<file path="config.mk">
export PLATFORM = sky130hd
export DESIGN_NAME = exc_ctrl_flat
export DESIGN_NICKNAME = d
export VERILOG_FILES = /design/src/rtl/exc_ctrl_if.sv /design/src/rtl/exc_ctrl.sv /design/src/flat_wrapper.sv
export SDC_FILE = /design/constraint.sdc
export NUM_CORES = 1
export LEC_CHECK = 0
export CORE_AREA = 2 2 100 102
export DETAILED_ROUTE_END_ITERATION = 10
export DIE_AREA = 0 0 102 104
export HOLD_SLACK_MARGIN = 0.05
export PLACE_DENSITY = 0.79
export REMOVE_ABC_BUFFERS = 1
export SYNTH_ARGS = -nofsm -noshare
export SYNTH_HDL_FRONTEND = slang
export SYNTH_SLANG_ARGS = --single-unit
</file>
<file path="constraint.sdc">
create_clock -name clk -period 2.2 [get_ports clk]
set_input_delay 0.66 -clock clk [delete_from_list [all_inputs] [get_ports clk]]
set_output_delay 0.66 -clock clk [all_outputs]
set_load 0.01 [all_outputs]
</file>
<file path="src/rtl/exc_ctrl_if.sv">
// exc_ctrl_if: decoder-side and pipeline-side signals of the exception
// control unit. The slave modport is the unit itself; the master modport is
// the surrounding pipeline (decoder, PC mux, pipeline registers).
interface exc_ctrl_if #(
  parameter int N = 64
);
  logic         Valid;
  logic [N-1:0] PC_D;
  logic [3:0]   EStatus;
  logic         ERet;
  logic         NotAnInstr;
  logic         ExtIRQ;
  logic         Exc;
  logic [N-1:0] ExcVector;
  logic [N-1:0] ELR_out;
  logic [3:0]   ESR_out;
  logic         Flush;
  logic         IRQAck;
  logic         InHandler;
  logic         Halted;

  modport slave (
    input  Valid, PC_D, EStatus, ERet, NotAnInstr, ExtIRQ,
    output Exc, ExcVector, ELR_out, ESR_out, Flush, IRQAck, InHandler, Halted
  );

  modport master (
    output Valid, PC_D, EStatus, ERet, NotAnInstr, ExtIRQ,
    input  Exc, ExcVector, ELR_out, ESR_out, Flush, IRQAck, InHandler, Halted
  );
endinterface

</file>
<file path="src/rtl/exc_ctrl.sv">
// exc_ctrl: exception control unit sitting after the main decoder.
// Captures the faulting / interrupted PC into ELR and the cause into ESR,
// pulses Exc to steer fetch to EXC_VECTOR, holds Flush for FLUSH_CYCLES
// cycles, then tracks handler mode until ERET. A fault inside the handler
// locks the unit in HALT until reset.
// Optional build macro EXC_IRQ_SYNC_EN: when defined, ExtIRQ goes through a
// two-flop synchronizer before reaching the pending-interrupt logic.
module exc_ctrl #(
  parameter int           N            = 64,
  parameter logic [N-1:0] EXC_VECTOR   = 64'h0000_0000_0000_00D8,
  parameter int           FLUSH_CYCLES = 2
) (
  input  logic          clk,
  input  logic          reset,
  exc_ctrl_if.slave     if_exc
);

  localparam logic [2:0] S_RUN     = 3'd0;
  localparam logic [2:0] S_TAKE    = 3'd1;
  localparam logic [2:0] S_DRAIN   = 3'd2;
  localparam logic [2:0] S_HANDLER = 3'd3;
  localparam logic [2:0] S_HALT    = 3'd4;

  // Counter preload on entry; zero means TAKE goes straight to HANDLER.
  localparam logic [2:0] FLUSH_INIT = 3'(FLUSH_CYCLES - 1);

  localparam logic [3:0] ESR_NONE   = 4'b0000;
  localparam logic [3:0] ESR_IRQ    = 4'b0001;
  localparam logic [3:0] ESR_INVOP  = 4'b0010;
  localparam logic [3:0] ESR_DOUBLE = 4'b0011;

  logic [2:0]   r_state;
  logic [2:0]   r_cnt;
  logic [N-1:0] r_elr;
  logic [3:0]   r_esr;
  logic         r_pend;
  logic         r_irq_take;
  logic         r_exc;
  logic         r_flush;
  logic         r_irqack;
  logic         r_inhandler;
  logic         r_halted;

  logic [2:0]   w_state_nxt;
  logic [2:0]   w_cnt_nxt;
  logic [N-1:0] w_elr_nxt;
  logic [3:0]   w_esr_nxt;
  logic         w_pend_nxt;
  logic         w_irq_take_nxt;
  logic         w_irq_in;
  logic         w_sync_fault;
  logic         w_bad_op;
  logic         w_eret;

`ifdef EXC_IRQ_SYNC_EN
  logic r_irq_s1;
  logic r_irq_s2;

  // Two-flop synchronizer for the asynchronous interrupt line.
  always_ff @(posedge clk) begin
    if (reset) begin
      r_irq_s1 <= 1'b0;
      r_irq_s2 <= 1'b0;
    end else begin
      r_irq_s1 <= if_exc.ExtIRQ;
      r_irq_s2 <= r_irq_s1;
    end
  end

  assign w_irq_in = r_irq_s2;
`else
  assign w_irq_in = if_exc.ExtIRQ;
`endif

  // Decoder flags only count for real (non-bubble) instructions.
  assign w_bad_op     = if_exc.Valid & if_exc.NotAnInstr;
  assign w_eret       = if_exc.Valid & if_exc.ERet;
  // ERET outside the handler is treated as an invalid opcode.
  assign w_sync_fault = w_bad_op | w_eret;

  // Next-state, capture-register and pending-interrupt logic.
  always_comb begin
    w_state_nxt    = r_state;
    w_cnt_nxt      = r_cnt;
    w_elr_nxt      = r_elr;
    w_esr_nxt      = r_esr;
    w_pend_nxt     = r_pend;
    w_irq_take_nxt = r_irq_take;
    case (r_state)
      S_RUN: begin
        // Interrupt lines are only sampled here; a coincident fault keeps it pending.
        w_pend_nxt = r_pend | w_irq_in;
        if (w_sync_fault) begin
          w_elr_nxt      = if_exc.PC_D;
          w_esr_nxt      = w_bad_op ? if_exc.EStatus : ESR_INVOP;
          w_irq_take_nxt = 1'b0;
          w_state_nxt    = S_TAKE;
        end else if (r_pend) begin
          // The interrupted instruction is re-executed after ERET.
          w_elr_nxt      = if_exc.PC_D;
          w_esr_nxt      = ESR_IRQ;
          w_irq_take_nxt = 1'b1;
          w_pend_nxt     = 1'b0;
          w_state_nxt    = S_TAKE;
        end else begin
          w_irq_take_nxt = 1'b0;
        end
      end
      S_TAKE: begin
        w_cnt_nxt   = FLUSH_INIT;
        w_state_nxt = (FLUSH_INIT == 3'd0) ? S_HANDLER : S_DRAIN;
      end
      S_DRAIN: begin
        if (r_cnt <= 3'd1) begin
          w_cnt_nxt   = 3'd0;
          w_state_nxt = S_HANDLER;
        end else begin
          w_cnt_nxt   = r_cnt - 3'd1;
        end
      end
      S_HANDLER: begin
        if (w_bad_op) begin
          w_esr_nxt   = ESR_DOUBLE;
          w_state_nxt = S_HALT;
        end else if (w_eret) begin
          w_state_nxt = S_RUN;
        end else begin
          w_state_nxt = S_HANDLER;
        end
      end
      S_HALT: begin
        w_state_nxt = S_HALT;
      end
      default: begin
        w_state_nxt = S_RUN;
      end
    endcase
  end

  // State, capture registers and Moore outputs registered from the next state.
  always_ff @(posedge clk) begin
    if (reset) begin
      r_state     <= S_RUN;
      r_cnt       <= 3'd0;
      r_elr       <= '0;
      r_esr       <= ESR_NONE;
      r_pend      <= 1'b0;
      r_irq_take  <= 1'b0;
      r_exc       <= 1'b0;
      r_flush     <= 1'b0;
      r_irqack    <= 1'b0;
      r_inhandler <= 1'b0;
      r_halted    <= 1'b0;
    end else begin
      r_state     <= w_state_nxt;
      r_cnt       <= w_cnt_nxt;
      r_elr       <= w_elr_nxt;
      r_esr       <= w_esr_nxt;
      r_pend      <= w_pend_nxt;
      r_irq_take  <= w_irq_take_nxt;
      r_exc       <= (w_state_nxt == S_TAKE);
      r_flush     <= (w_state_nxt == S_TAKE) || (w_state_nxt == S_DRAIN) ||
                     (w_state_nxt == S_HALT);
      r_irqack    <= (w_state_nxt == S_TAKE) && w_irq_take_nxt;
      r_inhandler <= (w_state_nxt == S_HANDLER);
      r_halted    <= (w_state_nxt == S_HALT);
    end
  end

  assign if_exc.Exc       = r_exc;
  assign if_exc.ExcVector = EXC_VECTOR;
  assign if_exc.ELR_out   = r_elr;
  assign if_exc.ESR_out   = r_esr;
  assign if_exc.Flush     = r_flush;
  assign if_exc.IRQAck    = r_irqack;
  assign if_exc.InHandler = r_inhandler;
  assign if_exc.Halted    = r_halted;

endmodule

</file>
<file path="src/flat_wrapper.sv">
// flat-port wrapper written by rule: the top's interface ports become plain ports
module exc_ctrl_flat 
#(
  parameter int           N            = 64,
  parameter logic [N-1:0] EXC_VECTOR   = 64'h0000_0000_0000_00D8,
  parameter int           FLUSH_CYCLES = 2
)
  (clk, reset, if_exc_Valid, if_exc_PC_D, if_exc_EStatus, if_exc_ERet, if_exc_NotAnInstr, if_exc_ExtIRQ, if_exc_Exc, if_exc_ExcVector, if_exc_ELR_out, if_exc_ESR_out, if_exc_Flush, if_exc_IRQAck, if_exc_InHandler, if_exc_Halted);
  exc_ctrl_if #(.N(N)) if_exc_i ();
  input  logic clk;
  input  logic reset;
  input wire logic [$bits(if_exc_i.Valid)-1:0] if_exc_Valid;
  input wire logic [$bits(if_exc_i.PC_D)-1:0] if_exc_PC_D;
  input wire logic [$bits(if_exc_i.EStatus)-1:0] if_exc_EStatus;
  input wire logic [$bits(if_exc_i.ERet)-1:0] if_exc_ERet;
  input wire logic [$bits(if_exc_i.NotAnInstr)-1:0] if_exc_NotAnInstr;
  input wire logic [$bits(if_exc_i.ExtIRQ)-1:0] if_exc_ExtIRQ;
  output wire logic [$bits(if_exc_i.Exc)-1:0] if_exc_Exc;
  output wire logic [$bits(if_exc_i.ExcVector)-1:0] if_exc_ExcVector;
  output wire logic [$bits(if_exc_i.ELR_out)-1:0] if_exc_ELR_out;
  output wire logic [$bits(if_exc_i.ESR_out)-1:0] if_exc_ESR_out;
  output wire logic [$bits(if_exc_i.Flush)-1:0] if_exc_Flush;
  output wire logic [$bits(if_exc_i.IRQAck)-1:0] if_exc_IRQAck;
  output wire logic [$bits(if_exc_i.InHandler)-1:0] if_exc_InHandler;
  output wire logic [$bits(if_exc_i.Halted)-1:0] if_exc_Halted;
  assign if_exc_i.Valid = if_exc_Valid;
  assign if_exc_i.PC_D = if_exc_PC_D;
  assign if_exc_i.EStatus = if_exc_EStatus;
  assign if_exc_i.ERet = if_exc_ERet;
  assign if_exc_i.NotAnInstr = if_exc_NotAnInstr;
  assign if_exc_i.ExtIRQ = if_exc_ExtIRQ;
  assign if_exc_Exc = if_exc_i.Exc;
  assign if_exc_ExcVector = if_exc_i.ExcVector;
  assign if_exc_ELR_out = if_exc_i.ELR_out;
  assign if_exc_ESR_out = if_exc_i.ESR_out;
  assign if_exc_Flush = if_exc_i.Flush;
  assign if_exc_IRQAck = if_exc_i.IRQAck;
  assign if_exc_InHandler = if_exc_i.InHandler;
  assign if_exc_Halted = if_exc_i.Halted;
  exc_ctrl #(.N(N), .EXC_VECTOR(EXC_VECTOR), .FLUSH_CYCLES(FLUSH_CYCLES)) u_core (.clk(clk), .reset(reset), .if_exc(if_exc_i));
endmodule
</file>
==> results.toml <==
[logic_synthesis]
async_flop_share = 0
synth_edf_count = 0
netlist_instances = 436
synth.cell_area_mm2 = 0.00347
synth_area_per_cell_um2 = 7.95
synth_warnings = 0
synth_cell_types = 37
ys.flop_type = "dfxtp_1"
ys_seq_area_frac = 0.468
yosys_register_bits = 81

[place]
placed_area_mm2 = 0.00489
dp.cells = 702
hpwlAfterDp_um = 6490
dpl_worst_slack_ns = -0.0812
port_buffers = 146
place.gp.congestion = 0.753

[detailed_routing]
route.detailed.drc = 0
antenna_left = 0
wl_per_cell_um = 12.3
wl_um = 8780
avgViaCountPerCell = 4.45
drt-pass1-iter-count = 4
vias = 3185
drt_iter0_drc = 75

[sta]
fmax_mhz = 519
whs_ns = 0.454
setup_slack_ns = 0.272
fin_worst_skew_ns = 0.00601
drv_slew = 0
final_hold_viol_count = 0
fin_crit_sh = 0.876
rsz0062_at_grt = "no"
setup_viol = 0
period_needed_ns = 1.93

[power_and_ir_drop]
p_leak_uw = 0.00199
combPwrFrac = 0.285
max-vdd-ir-drop_uv = 410
finalPower_uw = 4050
p_per_area_mw_per_mm2 = 796
internal-power_uw = 2870
seqPwrFrac = 0.430
clkPwrFrac = 0.285
switching_share = 0.292
p_switching_uw = 1180

[worst_setup_path]
worst-setup-path-type = "input port to register"
worstPathRequired_ns = 2.48
r2r_end = "u_core.if_exc.InHandler$_SDFF_PP0_"
worstPathMaxFanout = 46
reg2reg_depth = 5
rrSetupSlack_ns = 0.45
end_kind = "register"
rr_startpoint = "u_core.r_cnt[0]$_SDFFE_PP0P_"
startpoint_type = "input port"
critPathArrivalTime_ns = 2.20

[worst_hold_path]
hp-start = "u_core.if_exc.ELR_out[2]$_SDFFE_PP0P_"
holdPathEnd = "u_core.if_exc.ELR_out[2]$_SDFFE_PP0P_"
hp-class = "register to register"
min_path_cells = 2

[clock_tree]
cts_resized = 0
root_buffer = "clkbuf_8"
holdBufCountCts = 0
clk_path_buf_depth = 2
numClockSinks = 81
cts_setup_buffers = 0
htree_num_levels = 3
clk_pin_slew_ns = 0.07
clk_latency_ns = 0.35
cts_made_buffers = 9
cts_tree = "yes"

[global_route]
grt_pass1_wl_um = 13800
grtUsageTotal = 0.164
grt_max_degree = 47
gr-total-overflow = 0
grt_pass1_vias = 3005
antenna_found_initial = 0

[run]
drv_cap = 0

[layout]
antenna_cells = 0
nNetsFinal = 656
drive_above_1_share = 0.0636
area_delta_synth_final_pct = 46.9
fin_cells = 715
fin_area_mm2 = 0.00509
fillCellCount = 910

[floorplan]
start_util = 0.363
core.rowCount = 36
die_height_um = 104
io_pins = 211
coreArea_mm2 = 0.00955
die_area_mm2 = 0.0106
die_w_um = 102

[outcome]
outcome = "completed"
power groups by stage:
stage                     clock [µW]  combinational, µW  sequential (µW)
after floorplan                    0                442             1830
after global placement             0               1140             1770
after detailed placement           0               1160             1780
after CTS                       1200               1170             1740
after global routing            1250               1270             1760
final                           1160               1150             1740
cell usage after synthesis (2+ instances only):
master    instances  share of area
a21oi_1          76           0.11
and2_1            2         0.0036
buf_2            12          0.017
buf_4            64           0.14
clkbuf_1         12          0.013
conb_1            2         0.0022
dfxtp_1          81           0.47
ha_1              2         0.0072
inv_1             3         0.0032
nand2_1         135           0.15
nand3_1           4         0.0058
nor2_1            7         0.0076
nor2b_1           3         0.0054
nor3_1            4         0.0058
o21a_1            3         0.0065
o21ai_0           5         0.0072
registers in the layout (all words and copies together), names as in the netlist:
signal                   flops
u_core.r_cnt                 3
u_core.if_exc.Halted         1
u_core.if_exc.ESR_out        4
u_core.if_exc.Flush          1
u_core.if_exc.ELR_out       64
u_core.if_exc.Exc            1
u_core.r_irq_take            1
u_core.r_state               3
u_core.if_exc.InHandler      1
u_core.if_exc.IRQAck         1
u_core.r_pend                1
routing by layer:
layer	vias to the layer above	track usage	part of all wire
li1	1574	-	-
met1	1456	0.180	0.39
met2	140	0.273	0.50
met3	15	0.0659	0.092
met4	0	0.0781	0.019
met5	-	0	0
how the worst max path moves through the flow:
stage,startpoint,slack (ns),to,cells after the start
finish,if_exc_NotAnInstr,0.27,u_core.if_exc.ELR_out[20]$_SDFFE_PP0P_,7
detailed placement,if_exc_NotAnInstr,-0.08,u_core.if_exc.ELR_out[17]$_SDFFE_PP0P_,7
floorplan,if_exc_NotAnInstr,-2.57,u_core.if_exc.Flush$_SDFF_PP0_,4
global route,if_exc_NotAnInstr,0.20,u_core.if_exc.ELR_out[48]$_SDFFE_PP0P_,7
CTS,u_core.if_exc.ELR_out[33]$_SDFFE_PP0P_,0.26,if_exc_ELR_out[33],1
global placement,if_exc_NotAnInstr,-0.05,u_core.if_exc.InHandler$_SDFF_PP0_,5
through the flow:
stage	TNS (ns)	util
floorplan	-158.33	-
global placement	-1.07	0.512
detailed placement	-3.06	0.512
CTS	0	0.533
global route	0	0.533
finish	0	0.533
layout make-up:
type	count	area, µm²	share of cell area
flip-flops and latches	81	1620	0.318
clock inverters	3	67.6	0.0133
multi-input cells	325	1490	0.292
repair buffers	160	1600	0.314
inverters	3	11.3	0.00221
well taps	133	166	0.0327
clock buffers	10	138	0.0270
layout by cell type (no fill, tap or decap), types with 2 or more instances in the layout:
master and count:
a21oi_1 76, dfxtp_1 81, nor2b_1 3, inv_1 3, nor2_1 7, clkbuf_8 10
bufinv_16 2, nand3_1 4, o21ai_0 4, conb_1 64, buf_12 3, buf_4 11
and2_1 2, o21a_1 2, nor3_1 4, nand2_1 135, ha_1 2, clkdlybuf4s50_1 145
critical path, stage by stage:
cell	delay (ns)
clkdlybuf4s50_1	0.47
o21a_4	0.24
buf_4	0.15
o21ai_4	0.18
buf_12	0.24
nand2_1	0.08
a21oi_1	0.16
kinds of logic after synthesis:
kind of cell	after synthesis	synth area share
flip-flops	81	0.468
buffers and inverters	92	0.173
AND/OR/NAND/NOR	161	0.187
adder cells (fa/ha/maj)	2	0.00722
other	2	0.00217
XOR/XNOR	1	0.00253
AO/OA/AOI/OAI	96	0.157
multiplexers	1	0.00325
Power figures use the tool's default switching activity.
==> edit: new RTL, same flow settings <==
`N` is set to 64 in 3 places; all go to 96.
--- a/src/rtl/exc_ctrl_if.sv
+++ b/src/rtl/exc_ctrl_if.sv
@@ -3,5 +3,5 @@
 // the surrounding pipeline (decoder, PC mux, pipeline registers).
 interface exc_ctrl_if #(
-  parameter int N = 64
+  parameter int N = 96
 );
   logic         Valid;
--- a/src/rtl/exc_ctrl.sv
+++ b/src/rtl/exc_ctrl.sv
@@ -7,5 +7,5 @@
 // two-flop synchronizer before reaching the pending-interrupt logic.
 module exc_ctrl #(
-  parameter int           N            = 64,
+  parameter int           N            = 96,
   parameter logic [N-1:0] EXC_VECTOR   = 64'h0000_0000_0000_00D8,
   parameter int           FLUSH_CYCLES = 2
--- a/src/flat_wrapper.sv
+++ b/src/flat_wrapper.sv
@@ -2,5 +2,5 @@
 module exc_ctrl_flat 
 #(
-  parameter int           N            = 64,
+  parameter int           N            = 96,
   parameter logic [N-1:0] EXC_VECTOR   = 64'h0000_0000_0000_00D8,
   parameter int           FLUSH_CYCLES = 2
Interface: changed (resized if_exc_ELR_out, if_exc_ExcVector and if_exc_PC_D); port bits go from 211 to 307. No check against the original RTL was run, so the function may have changed too.
==> edit against the original RTL <==
- wire length up 51%
- sequential cell count is 32 higher
- synthesized area up 39%
- final area grew 45%
- worst hold slack got worse by 0.0026 ns
- final cell count rose by 34%
- largest power group is now the clock network
- combinational power increased by 43%
- total power grew 71%
- setup slack lost 0.14 ns
- synthesized cell count grew 39%
==> edit: results (changes against the original RTL) <==
ctsHtreeMaxLevel: 4  # +1
synthAdderAreaFrac: 0.005198  # -0.002023
holdWs_ns: 0.4513  # -0.002596 ns
p_leak_nw: 2.941  # +48%
drive_gt1_frac: 0.06892  # +0.005350
fill_cells: 735  # -19%
place_congestion: 0.9047  # +20%
route.met3.wl_microns: 846  # +4.3%
yosysSeqAreaShare: 0.4699  # +0.001984
peakVddDrop_uv: 567.2  # +38%
final_nets: 922  # +41%
via_per_inst: 4.689  # +5.3%
synth_xor_area_frac: 0.001819  # -0.0007079
min_to: "u_core.if_exc.ELR_out[80]"
drt-total-wl_microns: 13310  # +51%
crit_path_max_incr_delay_ns: 0.55  # +0.08 ns
fin_skew_ns: 0.01171  # +0.005703 ns
worstHoldStart: "u_core.if_exc.ELR_out[80]"
path_max_fanout: 2  # -96%
use_met3: 0.06250  # -0.003360
status: "finished, final reports clean"
synth.top_cells.by_area: "dfxtp_1 47%, buf_4 16%, nand2_1 16%, a21oi_1 11%, clkbuf_1 1.7%"
synth.distinct_cells: 38  # +2.7%
critical_path_arrival_ns: 1.41  # -0.79 ns
grt_max_degree: 61  # +30%
synth.area.mux_share: 0.002339  # -0.0009102
first_iter_violations: 132  # +76%
reg2reg_slack_ns: 0.35  # -0.10 ns
largest_register_ffs: 96  # +50%
## edit: changes by cell type in the layout (fill, tap and decap cells not counted), moves of 2 or more
cell,change
clkbuf_16,+16
bufinv_16,+2
clkdlybuf4s50_1,+64
clkbuf_8,-7
clkinv_4,+2
buf_12,+4
conb_1,+32
clkinvlp_4,+2
dfxtp_1,+32
nand2_1,+64
clkinv_2,+3
a21oi_1,+32
## edit: worst max path at each step
stage,to,slack (ns),from
after global placement,u_core.if_exc.ELR_out[49],-0.09,if_exc_NotAnInstr
after CTS,if_exc_ELR_out[64],0.10,u_core.if_exc.ELR_out[64]
after global routing,if_exc_ELR_out[1],0.08,u_core.if_exc.ELR_out[1]
after detailed placement,u_core.if_exc.ELR_out[66],-0.18,if_exc_NotAnInstr
after floorplan,u_core.if_exc.Flush,-1.0,if_exc_NotAnInstr
final,if_exc_ELR_out[39],0.13,u_core.if_exc.ELR_out[39]
## edit: cell type report
type                       instances  area (sq um)  area share
clock buffer                      19         441.7     0.05974
sequential                       113          2262      0.3060
inverter                           3         11.26    0.001523
multi-input combinational        453          2021      0.2733
clock inverter                    13         183.9     0.02488
tap                              133         166.4     0.02251
timing repair buffer             226          2307      0.3121
## edit: metrics by stage
stage / TNS (ns) / util / setup WS, ns
final: 0 / 0.7742 / 0.1333
after global routing: 0 / 0.7742 / 0.07910
after CTS: 0 / 0.7742 / 0.1038
after detailed placement: -10.86 / 0.7087 / -0.1762
after global placement: -5.341 / 0.7087 / -0.09088
after floorplan: -86.86 / - / -0.9966
## edit: where the power goes
part / switching [W] / total (W) / internal (W)
logic: 0.000818 / 0.00165 / 0.000828
clock network: 0.000958 / 0.00286 / 0.00190
registers: 0.000151 / 0.00243 / 0.00228
total: 0.00193 / 0.00694 / 0.00501
